$ cat src/rtl/vga_pkg.sv
// Shared VGA definitions: copper list entry layout, config/register addresses, copper FSM states.
package vga_pkg;

   localparam int unsigned PTR_W        = 4;
   localparam int unsigned ENT_LINE_LSB = 16;
   localparam int unsigned ENT_LINE_W   = 10;
   localparam int unsigned ENT_ADDR_LSB = 8;
   localparam int unsigned ENT_ADDR_W   = 6;
   localparam int unsigned ENT_VAL_LSB  = 0;
   localparam int unsigned ENT_VAL_W    = 6;

   localparam logic [4:0] CFG_CTRL_ADDR = 5'h1F;
   localparam logic [5:0] REG_BG_COLOR  = 6'h30;
   localparam logic [5:0] REG_FG_COLOR  = 6'h31;

   typedef struct packed {
      logic [ENT_LINE_W-1:0] line;
      logic [ENT_ADDR_W-1:0] addr;
      logic [ENT_VAL_W-1:0]  value;
   } copper_entry_t;

   typedef enum logic [2:0] {
      ST_IDLE,
      ST_FETCH,
      ST_WAIT,
      ST_ISSUE,
      ST_DONE
   } copper_state_e;

endpackage

$ cat src/rtl/vga_copper_ram.sv
// Copper list storage: DEPTH x WIDTH register file, one write port, one registered read port, no reset.
module vga_copper_ram #(
   parameter int unsigned DEPTH = 16,
   parameter int unsigned WIDTH = 22,
   parameter int unsigned AW    = 4
) (
   input  logic             clk,
   input  logic             we,
   input  logic [AW-1:0]    waddr,
   input  logic [WIDTH-1:0] wdata,
   input  logic             re,
   input  logic [AW-1:0]    raddr,
   output logic [WIDTH-1:0] rdata
);

   logic [WIDTH-1:0] mem [DEPTH];

   always_ff @(posedge clk) begin
      if (we) mem[waddr] <= wdata;
      if (re) rdata <= mem[raddr];
   end

endmodule

$ cat src/rtl/vga_copper.sv
// Raster-synchronised copper list player and VGA register write-port arbiter.
// Define VGA_COPPER_IRQ_EN to build the sticky list-done interrupt and its clear bit.
module vga_copper
   import vga_pkg::*;
#(
   parameter int unsigned DEPTH  = 16,
   parameter int unsigned LINE_W = 10
) (
   input  logic              clk,
   input  logic              rst_n,
   input  logic              cfg_we,
   input  logic [4:0]        cfg_addr,
   input  logic [31:0]       cfg_wdata,
   input  logic [LINE_W-1:0] vga_y,
   input  logic              vga_new_scanline,
   input  logic              frame_start,
   input  logic              cpu_req_we,
   input  logic [5:0]        cpu_req_addr,
   input  logic [31:0]       cpu_req_data,
   output logic              cpu_ready,
   output logic              reg_we,
   output logic [5:0]        reg_addr,
   output logic [31:0]       reg_wdata,
   output logic              busy,
   output logic              irq
);

   copper_state_e     state, state_nxt;
   logic [PTR_W-1:0]  ptr;
   logic [4:0]        len;
   logic              enable;
   logic              armed;
   logic [LINE_W-1:0] lat_y;
   copper_entry_t     cur;

   logic              ctrl_we, ent_we;
   logic [4:0]        len_wr, len_eff;
   logic              enable_eff;
   logic              last, fire;
   logic [LINE_W-1:0] cur_line;
   logic              unused_wdata;

   assign ctrl_we  = cfg_we && (cfg_addr == CFG_CTRL_ADDR);
   assign ent_we   = cfg_we && (cfg_addr < 5'(DEPTH));
   assign len_wr   = (cfg_wdata[12:8] > 5'(DEPTH)) ? 5'(DEPTH) : cfg_wdata[12:8];

   // Same-cycle control writes take effect for this cycle's frame_start/gating decision
   assign enable_eff = ctrl_we ? cfg_wdata[0] : enable;
   assign len_eff    = ctrl_we ? len_wr : len;

   assign last     = (({1'b0, ptr} + 5'd1) == len_eff);
   assign cur_line = LINE_W'(cur.line);
   assign fire     = armed && (lat_y >= cur_line);

   assign unused_wdata = ^{cfg_wdata[31:26], cfg_wdata[15:14], cfg_wdata[7:6]};

   vga_copper_ram #(
      .DEPTH (DEPTH),
      .WIDTH ($bits(copper_entry_t)),
      .AW    (PTR_W)
   ) u_ram (
      .clk   (clk),
      .we    (ent_we),
      .waddr (cfg_addr[PTR_W-1:0]),
      .wdata ({cfg_wdata[ENT_LINE_LSB +: ENT_LINE_W],
               cfg_wdata[ENT_ADDR_LSB +: ENT_ADDR_W],
               cfg_wdata[ENT_VAL_LSB  +: ENT_VAL_W]}),
      .re    (state == ST_FETCH),
      .raddr (ptr),
      .rdata (cur)
   );

   always_comb begin
      state_nxt = state;
      if (!enable_eff) begin
         state_nxt = ST_IDLE;
      end else if (frame_start) begin
         state_nxt = (len_eff != 5'd0) ? ST_FETCH : ST_DONE;
      end else begin
         case (state)
            ST_FETCH: state_nxt = ST_WAIT;
            ST_WAIT:  if (fire) state_nxt = ST_ISSUE;
            ST_ISSUE: state_nxt = last ? ST_DONE : ST_FETCH;
            default:  state_nxt = state;
         endcase
      end
   end

   always_comb begin
      reg_we    = cpu_req_we;
      reg_addr  = cpu_req_addr;
      reg_wdata = cpu_req_data;
      cpu_ready = 1'b1;
      busy      = (state == ST_FETCH) || (state == ST_WAIT) || (state == ST_ISSUE);
      if (state == ST_ISSUE) begin
         reg_we    = 1'b1;
         reg_addr  = cur.addr;
         reg_wdata = {26'd0, cur.value};
         cpu_ready = !cpu_req_we;
      end
   end

   always_ff @(posedge clk or negedge rst_n) begin
      if (!rst_n) begin
         state  <= ST_IDLE;
         ptr    <= '0;
         len    <= '0;
         enable <= 1'b0;
         armed  <= 1'b0;
         lat_y  <= '0;
      end else begin
         state <= state_nxt;
         if (ctrl_we) begin
            enable <= cfg_wdata[0];
            len    <= len_wr;
         end
         if (enable_eff && frame_start) ptr <= '0;
         else if (state == ST_ISSUE)    ptr <= ptr + PTR_W'(1);
         if (vga_new_scanline) begin
            armed <= 1'b1;
            lat_y <= vga_y;
         end else if (enable_eff && frame_start) begin
            armed <= 1'b0;
         end
      end
   end

`ifdef VGA_COPPER_IRQ_EN
   logic irq_q;

   always_ff @(posedge clk or negedge rst_n) begin
      if (!rst_n)                             irq_q <= 1'b0;
      else if (state == ST_ISSUE && last)     irq_q <= 1'b1;
      else if (ctrl_we && cfg_wdata[16])      irq_q <= 1'b0;
   end

   assign irq = irq_q;
`else
   assign irq = 1'b0;
`endif

endmodule
$ cat config.mk
export PLATFORM = sky130hd
export DESIGN_NAME = vga_copper
export DESIGN_NICKNAME = d
export VERILOG_FILES = /design/src/rtl/vga_pkg.sv /design/src/rtl/vga_copper_ram.sv /design/src/rtl/vga_copper.sv
export SDC_FILE = /design/constraint.sdc
export NUM_CORES = 1
export LEC_CHECK = 0
export BUFFER_PORTS_ARGS = -buffer_cell sky130_fd_sc_hd__buf_2
export CAP_MARGIN = 0
export CORE_MARGIN = 3
export CORE_UTILIZATION = 40
export CTS_BUF_LIST = sky130_fd_sc_hd__clkbuf_4
export CTS_CLUSTER_SIZE = 40
export DETAILED_ROUTE_END_ITERATION = 7
export MAX_ROUTING_LAYER = met4
export PLACE_DENSITY = 0.61
export SLEW_MARGIN = 15
export SYNTH_ARGS = -nofsm -noshare
export SYNTH_HDL_FRONTEND = slang
export SYNTH_SLANG_ARGS = --single-unit
$ cat constraint.sdc
create_clock -name clk -period 3 [get_ports clk]
set_input_delay 0.45 -clock clk [delete_from_list [all_inputs] [get_ports clk]]
set_output_delay 0.45 -clock clk [all_outputs]
set_load 0.02 [all_outputs]
# Yosys cells after proc, flatten, opt, wreduce, memory -nomap -nowiden
# Memories as Yosys holds them, arrays and structs flattened. A register that Yosys moved wholly into a read port is not among the register bits.
# Index checks and enable logic that the tools add are counted.
[word_totals]
word_cells = 49
input_bits = 91
ram_bits = 352
mem_bits_ro = 0
memories = 1
latch_bits = 0
out_inout_bits = 42
regBits = 24
[op_classes]
muxes = 19
div = 0
bitwise = 0
add_sub_neg = 2
n_mul = 0
magnitude_cmp = 3
n_reduce_logical = 11
eq_ne = 7
shifts = 0
[mem_list]
columns = ["name", "words", "width", "read_ports", "rd_ports_with_merged_regs", "wr", "line", "rtl"]
rows = [
  ["u_ram.mem", 16, 22, 1, 1, 1, "vga_copper_ram.sv:16", "logic [WIDTH-1:0] mem [DEPTH];"],
]
[op_table]
columns = ["operator", "count"]
rows = [
  ["two-way mux 32 bit", 1],
  ["two-way mux 3 bit", 5],
  [">= comparator 10 bit", 1],
  ["two-way mux 5 bit", 2],
  ["case mux 3 bit (3 select lines)", 1],
  ["two-way mux 4 bit", 2],
  ["two-way mux 1 bit", 7],
  ["== test 3 x 2 -> 1 bit, second input constant", 2],
  ["two-way mux 6 bit", 1],
  ["adder 4 x 1 -> 5 bit, second input constant", 1],
  ["== test 5 bit", 1],
  ["== test 5 bit, second input constant", 1],
  ["> comparator 5 bit, second input constant", 1],
  ["< comparator 5 bit, second input constant", 1],
  ["inequality test 5 x 2 -> 1 bit, second input constant", 1],
  ["nonzero test 5 bit", 1],
  ["adder 4 x 1 -> 4 bit, second input constant", 1],
  ["logical AND 1 bit", 4],
  ["inequality test 4 bit, second input constant", 1],
  ["nonzero test 2 bit", 2],
  ["== test 3 x 1 -> 1 bit, second input constant", 1],
  ["logical OR 1 bit", 2],
  ["AND reduction 2 bit", 1],
  ["zero test 1 bit", 1],
]

# Depth between registers and ports, before layout
# Gate-level depths: netlist of the first run.
[logic_depth]
depth_word = 8
mapped_depth = 9
depth_no_buf = 8

# Modules after synthesis
# Synthesis of the first run repeated with hierarchy kept, for this count alone.
[unflattened]
hier_cells = 801
area_unflattened_um2 = 15879.0
[by_module_without_submodules]
columns = ["mod", "cells_each", "area_each_um2", "n_inst", "seq_area_each_um2"]
rows = [
  ["vga_copper_ram", 583, 14042.2, 1, 11230.8],
  ["vga_copper", 218, 1836.8, 1, 600.6],
]

# Least setup slack after synthesis of the first run
# OpenSTA, ideal clock, no wires.
[synth_timing]
path_type = "input-to-reg"
startpoint = "input port cfg_addr[4]"
endpoint = "memory u_ram.mem[1][0] (enable)"
arrival_ns = 2.621
n_path_buf = 0
setup_ns = 0.429
setup_slack_ns = -0.050
required_ns = 2.571
path_stages = 3
cell_sequence = "nand2b_1 > or3b_2 > nor3_1"
[synth_via]
elab_chain_len = 4
[synth_rtl]
columns = ["item", "line", "rtl"]
rows = [
  ["from (decl)", "vga_copper.sv:12", "input logic [4:0] cfg_addr,"],
  ["< comparator 5 bit", "vga_copper.sv:44", "assign ent_we = cfg_we && (cfg_addr < 5'(DEPTH));"],
  ["logical AND 1 bit", "vga_copper.sv:44", ""],
  ["two-way mux 1 bit", "vga_copper_ram.sv:19", "if (we) mem[waddr] <= wdata;"],
  ["two-way mux 1 bit (not written as such)", "vga_copper_ram.sv:19", ""],
  ["to (decl)", "vga_copper_ram.sv:16", ""],
]
# No other way between the ends.

# Worst setup path after layout of the first run
[layout_timing]
startpoint = "register state[2]"
endpoint = "output port reg_addr[4]"
[layout_via]
elab_chain_len = 2
[layout_rtl]
columns = ["item", "line", "rtl"]
rows = [
  ["from (decl)", "vga_copper.sv:28", "copper_state_e state, state_nxt;"],
  ["from (signal assigned)", "vga_copper.sv:112", "state <= state_nxt;"],
  ["== test 3 x 2 -> 1 bit", "vga_copper.sv:95", "if (state == ST_ISSUE) begin"],
  ["two-way mux 6 bit", "vga_copper.sv:95", ""],
  ["to (decl)", "vga_copper.sv:22", "output logic [5:0] reg_addr,"],
]
# No other way between the ends.

==> results of run 1 <==
[logic make-up after synthesis]
group | after synthesis | share of synthesized area [%]
XOR/XNOR | 10 | 0.547
adder cells (fa/ha/maj) | 11 | 0.860
flip-flops | 398 | 73.9
AND/OR/NAND/NOR | 180 | 5.31
other | 1 | 0.0234
buffers and inverters | 61 | 1.63
AO/OA/AOI/OAI | 128 | 5.10
multiplexers | 144 | 12.6
[worst register-to-register path, delay by kind of cell (launching register included)]
family / cells / cell delay, ns
adders and majority gates: 1 / 0.27
and+or+nand+nor: 1 / 0.15
DFF: 1 / 0.61
xor gates and xnor gates: 1 / 0.18
AOI/OAI and AO/OA: 4 / 0.98
[path summary, 6_finish.rpt]
| check | cells past startpoint | endpoint | slack, ns | startpoint |
|---|---|---|---|---|
| setup / recovery | 6 | reg_addr[4] | 0.22 | state[2]$_DFFE_PN0P_ |
| setup reg to reg | 7 | state[0]$_DFFE_PN0P_ | 0.63 | ptr[0]$_DFFE_PN0P_ |
| max in group asynchronous | 2 | ptr[0]$_DFFE_PN0P_ | 2.32 | rst_n |
| hold reg to reg | 1 | lat_y[5]$_DFFE_PN0P_ | 0.52 | lat_y[5]$_DFFE_PN0P_ |
| min in group asynchronous | 2 | ptr[1]$_DFFE_PN0P_ | 0.23 | rst_n |
| hold / removal | 1 | u_ram.mem[15][17]$_DFFE_PP_ | 0.08 | cfg_wdata[21] |
[power groups by stage]
stage / combinational, W / clock [W] / sequential (W)
6_report: 0.00110 / 0.00421 / 0.00632
3_5_place_dp: 0.00109 / 0 / 0.00644
4_1_cts: 0.00112 / 0.00437 / 0.00632
5_1_grt: 0.00122 / 0.00467 / 0.00633
2_1_floorplan: 0.000724 / 0 / 0.00640
3_3_place_gp: 0.00108 / 0 / 0.00643
[layout make-up]
class	count	area (µm²)
diodes	2	5.00
clock buffers	136	1020
clock inverters	33	158
fillers	3349	20200
inverters	14	52.6
multi-input cells	474	3990
flip-flops and latches	398	11800
well taps	518	648
repair buffers	188	1190
[per-stage QoR]
| stage | cell area [µm²] | hold WS, ns |
|---|---|---|
| final | 18900 | 0.0769 |
| after global placement | 17500 | 0.472 |
| after CTS | 18900 | 0.000887 |
| after global routing | 18900 | 0.0207 |
| after floorplan | 16000 | 0.154 |
| after detailed placement | 17500 | 0.479 |
[sequential cells by signal (all words and copies together), names as in the netlist]
signal	cells
enable	1
lat_y	10
u_ram.mem	352
len	5
u_ram.rdata	22
state	3
armed	1
ptr	4
[layout by cell type, fill, tap and decap left out, drive strengths merged, types with 2 or more instances in the layout]
cell type	netlist	layout
nand2b	5	5
nor4	3	3
o21ai	42	42
nand2	95	95
nor2	23	23
nor4b	3	3
clkbuf	25	136
a21oi	29	29
clkinv	0	28
a31oi	2	2
nor3	8	8
o211ai	3	3
a22oi	22	22
mux2i	75	75
mux2	25	25
mux4	44	44
dlygate4sd3	0	19
a221oi	23	23
inv	14	17
ha	11	11
or2b	2	2
or3	2	2
nor2b	4	4
xnor2	7	7
edfxtp	374	374
and2	29	29
xor2	3	3
a211oi	2	2
diode	0	2
dfrtp	24	24
buf	22	169
[cells in the mapped netlist, types with 2 or more instances]
master    count
buf_1         4
nor4_1        3
nor4b_1       3
or3_1         2
xnor2_1       7
xor2_1        3
nor2b_1       4
nand2_1      94
mux2_2       25
mux4_2       44
a22oi_1      22
o21ai_0      42
a21oi_1      29
nand2b_1      5
a211oi_1      2
o211ai_1      3
and2_1       29
edfxtp_1    374
a221oi_1     23
nor3_1        8
inv_1        14
buf_2        16
nor2_1       23
ha_1         11
clkbuf_1     25
a31oi_1       2
dfrtp_1      24
mux2i_1      75
[metal layers]
layer  wire [µm]  vias to the layer above  share of wire (%)
met5           0                        -                  0
met4         609                        0                1.7
met3        1940                       56                5.3
met2       17400                      283                 48
met1       16300                     4632                 45
li1            -                     4213                  -
[repair_timing]
item | 4_1_cts | 5_1_grt
endpoints found under the hold margin | 103 | 0
resized for setup | 0 | 1
hold buffers | 19 | 0
endpoints found under the setup margin | 0 | 9
==> run summary, run 1 <==
Setup tns final - 0 ns
Switching share of total power - 23.6%
Wirelength per Cell - 20.6 µm
GR Util met3 - 3.87%
Top-area cell type share of the netlist area - 70.1%
Clock share of power - 36.2%
Worst slew margin - 57.3%
Hold Crit Class - in2reg
Cell taking the most area after synthesis - edfxtp_1
Dpl cells - 1,573
Util after Layout - 48.3%
Yosys cell types - 45
Most used cell, CP - nand2_1
Kind of critical path - reg2out
Clock sink count - 398
Largest net degree at the start of global routing - 48
Grt total ovfl - 0
Layout area overhead - 18.1%
CTS Buf Count - 100
Max Fanout on Critical Path - 16
Post-DP HPWL - 21,900 µm
Critical Path RT - 2.55 ns
Tcrit/Tclk final - 92.6%
CTS Root Buffer Type - clkbuf_4
I/O pin count - 133
Row Count - 72
Post-Route WL - 36,300 µm
CTS tree - built
Die area - 42,500 µm²
Syn nets - 1,035
Min cycle time layout - 2.78 ns
Layout cells sized above 1 - 32.7%
Reg clk slew, reported paths - 0.07 ns
Worst Setup End Kind - output pin
Setup WS post-layout - 0.221 ns
Ys async rst share - 6.03%
Buffer and inverter count on the worst path - 2
Peak supply drop - 0.235 mV
Fmax - 0.360 GHz
CP Launch Type - flop
Slew at the pin closest to its max-slew limit - 0.640 ns
Synth Flop Type - edfxtp_1
Final setup vio count - 0
Syn Inst Count - 933
Yosys reg bits - 398
GRT Util Overall - 17.7%
H-tree depth - 3
Comb pwr share - 9.5%
Post-Syn Area - 16,000 µm²
Leak - 6.49 nW
GR peak layer - met2
Top cells by area, synth - edfxtp_1, mux4_2, mux2i_1, dfrtp_1, nand2_1
1st-pass router iterations - 5
Synthesized area per cell - 17.2 µm²
Number of synthesized flops with an enable pin - 374
Via count - 9,184
Post-route ant nets - 0
Clock Latency Late Sink - 0.76 ns
Slew Viols, Final - 0
Maxcap violations - 0
Worst stage delay on the critical path - 0.45 ns
Starting DRT DRC Count - 710
RSZ-0062 raised after global routing - no
P_sw - 0.00274 W
Post-CTS Setup Inserts - 0
Internal power - 0.00889 W
Initial antenna violation count - 4
Core box area - 39,100 µm²
Starting density of the core - 40.9%
Cell Pwr Density - 616 nW/µm²
Worst slack, placed - 0.630 ns
Chip Height - 206 µm
Outcome - completed
Met2 Resource Use GR - 27.6%
Number of global-route vias before repair - 9,200
First-pass GRT wire length - 54,200 µm
Via density per instance - 5.21
Fin nets - 1,278
Critical path's top delay family - simple AND/OR/NAND/NOR gates
Met1 Use GR - 23.6%
CP max stage cell - dfrtp_1
Finished Layout Cells - 1,763
Crit path cell chain - nor2b_2, and2_1, buf_4, nand2_1, nand2_1, buf_2
Routability Congestion - 0.750
Final Hold Fails - 0
Flop pwr share - 54.3%
Synth Warn # - 0
Critical Path AT - 2.33 ns
Clock tree buffer depth - 3
Sequential share of the synthesized area - 73.9%
Die extent in x - 206 µm
Tot Pwr - 0.0116 W
Clock Skew - 0.0611 ns
IO Port Bufs - 121
Drt drc - 0
Note: power is estimated with default switching activity, not from simulation.
==> run 2: changes to the inputs <==
==> constraint.sdc (replaced) <==
create_clock -name clk -period 3.1 [get_ports clk]
set_input_delay 0.465 -clock clk [delete_from_list [all_inputs] [get_ports clk]]
set_output_delay 0.465 -clock clk [all_outputs]
set_load 0.02 [all_outputs]
==> run 2 against run 1 <==
Compared with the run above:
- die area stayed put
- final cell count is 0.57% lower
- flip-flop and latch count stayed put
- sequential share of layout area is 0.25 points higher
- utilization is 0.20 points lower
- global-route usage is 0.16 points higher
- wire length is 1.4% higher
- first-iteration DRC count is 9.2% higher
==> run summary, run 2 (synthesis gave the netlist of run 1 again) <==
Util after Layout - 48.2% (was 48.3%)
Fmax - 0.341 GHz
Internal power - 0.00878 W (was 0.00889 W)
Tot Pwr - 0.0115 W (was 0.0116 W)
1st-pass router iterations - 5 (unchanged)
Kind of critical path - reg2out (unchanged)
Finished Layout Cells - 1,753 (was 1,763)
P_sw - 0.00269 W (was 0.00274 W)
GRT Util Overall - 17.9% (was 17.7%)
Reg clk slew, reported paths - 0.06 ns (was 0.07 ns)
I/O pin count - 133 (unchanged)
Clock Latency Late Sink - 0.75 ns (was 0.76 ns)
CP max stage cell - dfrtp_1 (unchanged)
Critical Path AT - 2.46 ns (was 2.33 ns)
Row Count - 72 (unchanged)
Fin nets - 1,260 (was 1,278)
Clock share of power - 37.5% (was 36.2%)
Comb pwr share - 9.4% (was 9.5%)
Worst slew margin - 53.5% (was 57.3%)
First-pass GRT wire length - 54,600 µm (was 54,200 µm)
Initial antenna violation count - 1 (was 4)
Chip Height - 206 µm (unchanged)
CTS Buf Count - 101 (was 100)
Most common cell after layout, fill and taps aside - edfxtp_1 (unchanged)
Max Fanout on Critical Path - 38 (was 16)
Starting DRT DRC Count - 775 (was 710)
IO Port Bufs - 121 (unchanged)
Buffer and inverter count on the worst path - 2 (unchanged)
Slew at the pin closest to its max-slew limit - 0.696 ns (was 0.640 ns)
Leak - 6.48 nW (was 6.49 nW)
Worst stage delay on the critical path - 0.42 ns (was 0.45 ns)
Min cycle time layout - 2.93 ns
Maxcap violations - 0 (unchanged)
Layout area overhead - 17.6% (was 18.1%)
Crit path cell chain - nor2b_2, nand2_1, buf_6, and2_1, buf_2 (was nor2b_2, and2_1, buf_4, nand2_1, nand2_1, buf_2)
Critical path's top delay family - simple AND/OR/NAND/NOR gates (unchanged)
Final setup vio count - 0 (unchanged)
Peak supply drop - 0.203 mV (was 0.235 mV)
# fillers - 3,349 (unchanged)
Core box area - 39,100 µm² (unchanged)
Dpl cells - 1,561 (was 1,573)
Worst slack, placed - 0.627 ns (was 0.630 ns)
Cell Pwr Density - 610 nW/µm² (was 616 nW/µm²)
Flop pwr share - 53.2% (was 54.3%)
Routability Congestion - 0.757 (was 0.750)
Biggest regs - u_ram.mem (352), u_ram.rdata (22), lat_y (10) (unchanged)
RSZ-0062 raised after global routing - no (unchanged)
Setup tns final - 0 ns (unchanged)
Slew Viols, Final - 0 (unchanged)
Outcome - completed (unchanged)
Number of global-route vias before repair - 9,276 (was 9,200)
Largest net degree at the start of global routing - 64 (was 48)
Post-route ant nets - 0 (unchanged)
Via count - 9,151 (was 9,184)
Clock sink count - 398 (unchanged)
Worst Setup End Kind - output pin (unchanged)
Post-Route WL - 36,800 µm (was 36,300 µm)
Drt drc - 0 (unchanged)
Final Hold Fails - 0 (unchanged)
Tcrit/Tclk final - 94.5%
Most frequent cells in the layout - edfxtp_1, clkbuf_4, buf_2, nand2_1, mux2i_1 (unchanged)
Wirelength per Cell - 21.0 µm (was 20.6 µm)
Starting density of the core - 40.9% (unchanged)
CP Launch Type - flop (unchanged)
Top reg by flops - u_ram.mem (unchanged)
Die area - 42,500 µm² (unchanged)
CTS tree - built (unchanged)
Die extent in x - 206 µm (unchanged)
CTS Root Buffer Type - clkbuf_4 (unchanged)
Switching share of total power - 23.5% (was 23.6%)
Post-CTS Setup Inserts - 0 (unchanged)
Via density per instance - 5.22 (was 5.21)
Setup WS post-layout - 0.170 ns (was 0.221 ns)
H-tree depth - 3 (unchanged)
Grt total ovfl - 0 (unchanged)
Layout cells sized above 1 - 33.9% (was 32.7%)
Clock Skew - 0.0240 ns (was 0.0611 ns)
Clock tree buffer depth - 3 (unchanged)
Post-DP HPWL - 20,600 µm (was 21,900 µm)
Hold Crit Class - in2reg (unchanged)
Critical Path RT - 2.63 ns (was 2.55 ns)
Max reg flops - 352 (unchanged)
## run 2: changes by cell type in the layout (fill, tap and decap cells not counted), moves of 2 or more
cell           change
dlygate4sd3_1      -7
inv_2              +2
buf_4             -13
clkinv_1          -12
clkbuf_4          +21
## run 2: metal layers
metal	wire, µm	track usage [%]	up-vias
li1	-	-	4183
met3	2310	4.00	47
met2	17300	26.9	315
met5	0	-	-
met1	16700	24.4	4606
met4	541	5.79	0
## run 2: what timing repair did
| action | 4_1_cts | 5_1_grt |
|---|---|---|
| endpoints found under the setup margin | 38 | 32 |
| endpoints found under the hold margin | 35 | 0 |
| hold buffers | 12 | 0 |
| gates resized for setup | 1 | 2 |
## run 2: final cells by class
cell class	count	area, µm²	share of cell area, %
flip-flops and latches	398	11800	62.9
well taps	518	648	3.44
clock buffers	157	1180	6.26
inverters	14	52.6	0.279
repair buffers	169	1040	5.51
diodes	1	2.50	0.0133
multi-input cells	474	3980	21.2
clock inverters	22	87.6	0.465
## run 2: final timing paths
path	startpoint	to	slack (ns)	cells after the start
setup / recovery	state[0]$_DFFE_PN0P_	reg_wdata[9]	0.17	5
hold / removal	cfg_wdata[3]	u_ram.mem[12][3]$_DFFE_PP_	0.1	1
setup reg to reg	ptr[2]$_DFFE_PN0P_	u_ram.rdata[15]$_DFFE_PP_	0.59	6
hold reg to reg	lat_y[5]$_DFFE_PN0P_	lat_y[5]$_DFFE_PN0P_	0.52	1
max in group asynchronous	rst_n	ptr[0]$_DFFE_PN0P_	2.42	2
min in group asynchronous	rst_n	enable$_DFF_PN0_	0.26	2
## run 2: through the flow
step           hold WS [ns]  instance area, µm²
2_1_floorplan         0.169               16000
3_3_place_gp          0.483               17400
3_5_place_dp          0.476               17400
4_1_cts              0.0210               18800
5_1_grt              0.0361               18800
6_report             0.0969               18800
## run 2: power by group through the flow
stage	sequential [W]	clock, W	combinational [W]
after global routing	0.00611	0.00475	0.00118
after floorplan	0.00619	0	0.000701
final	0.00610	0.00430	0.00107
after CTS	0.00610	0.00445	0.00108
after detailed placement	0.00621	0	0.00107
after global placement	0.00621	0	0.00105
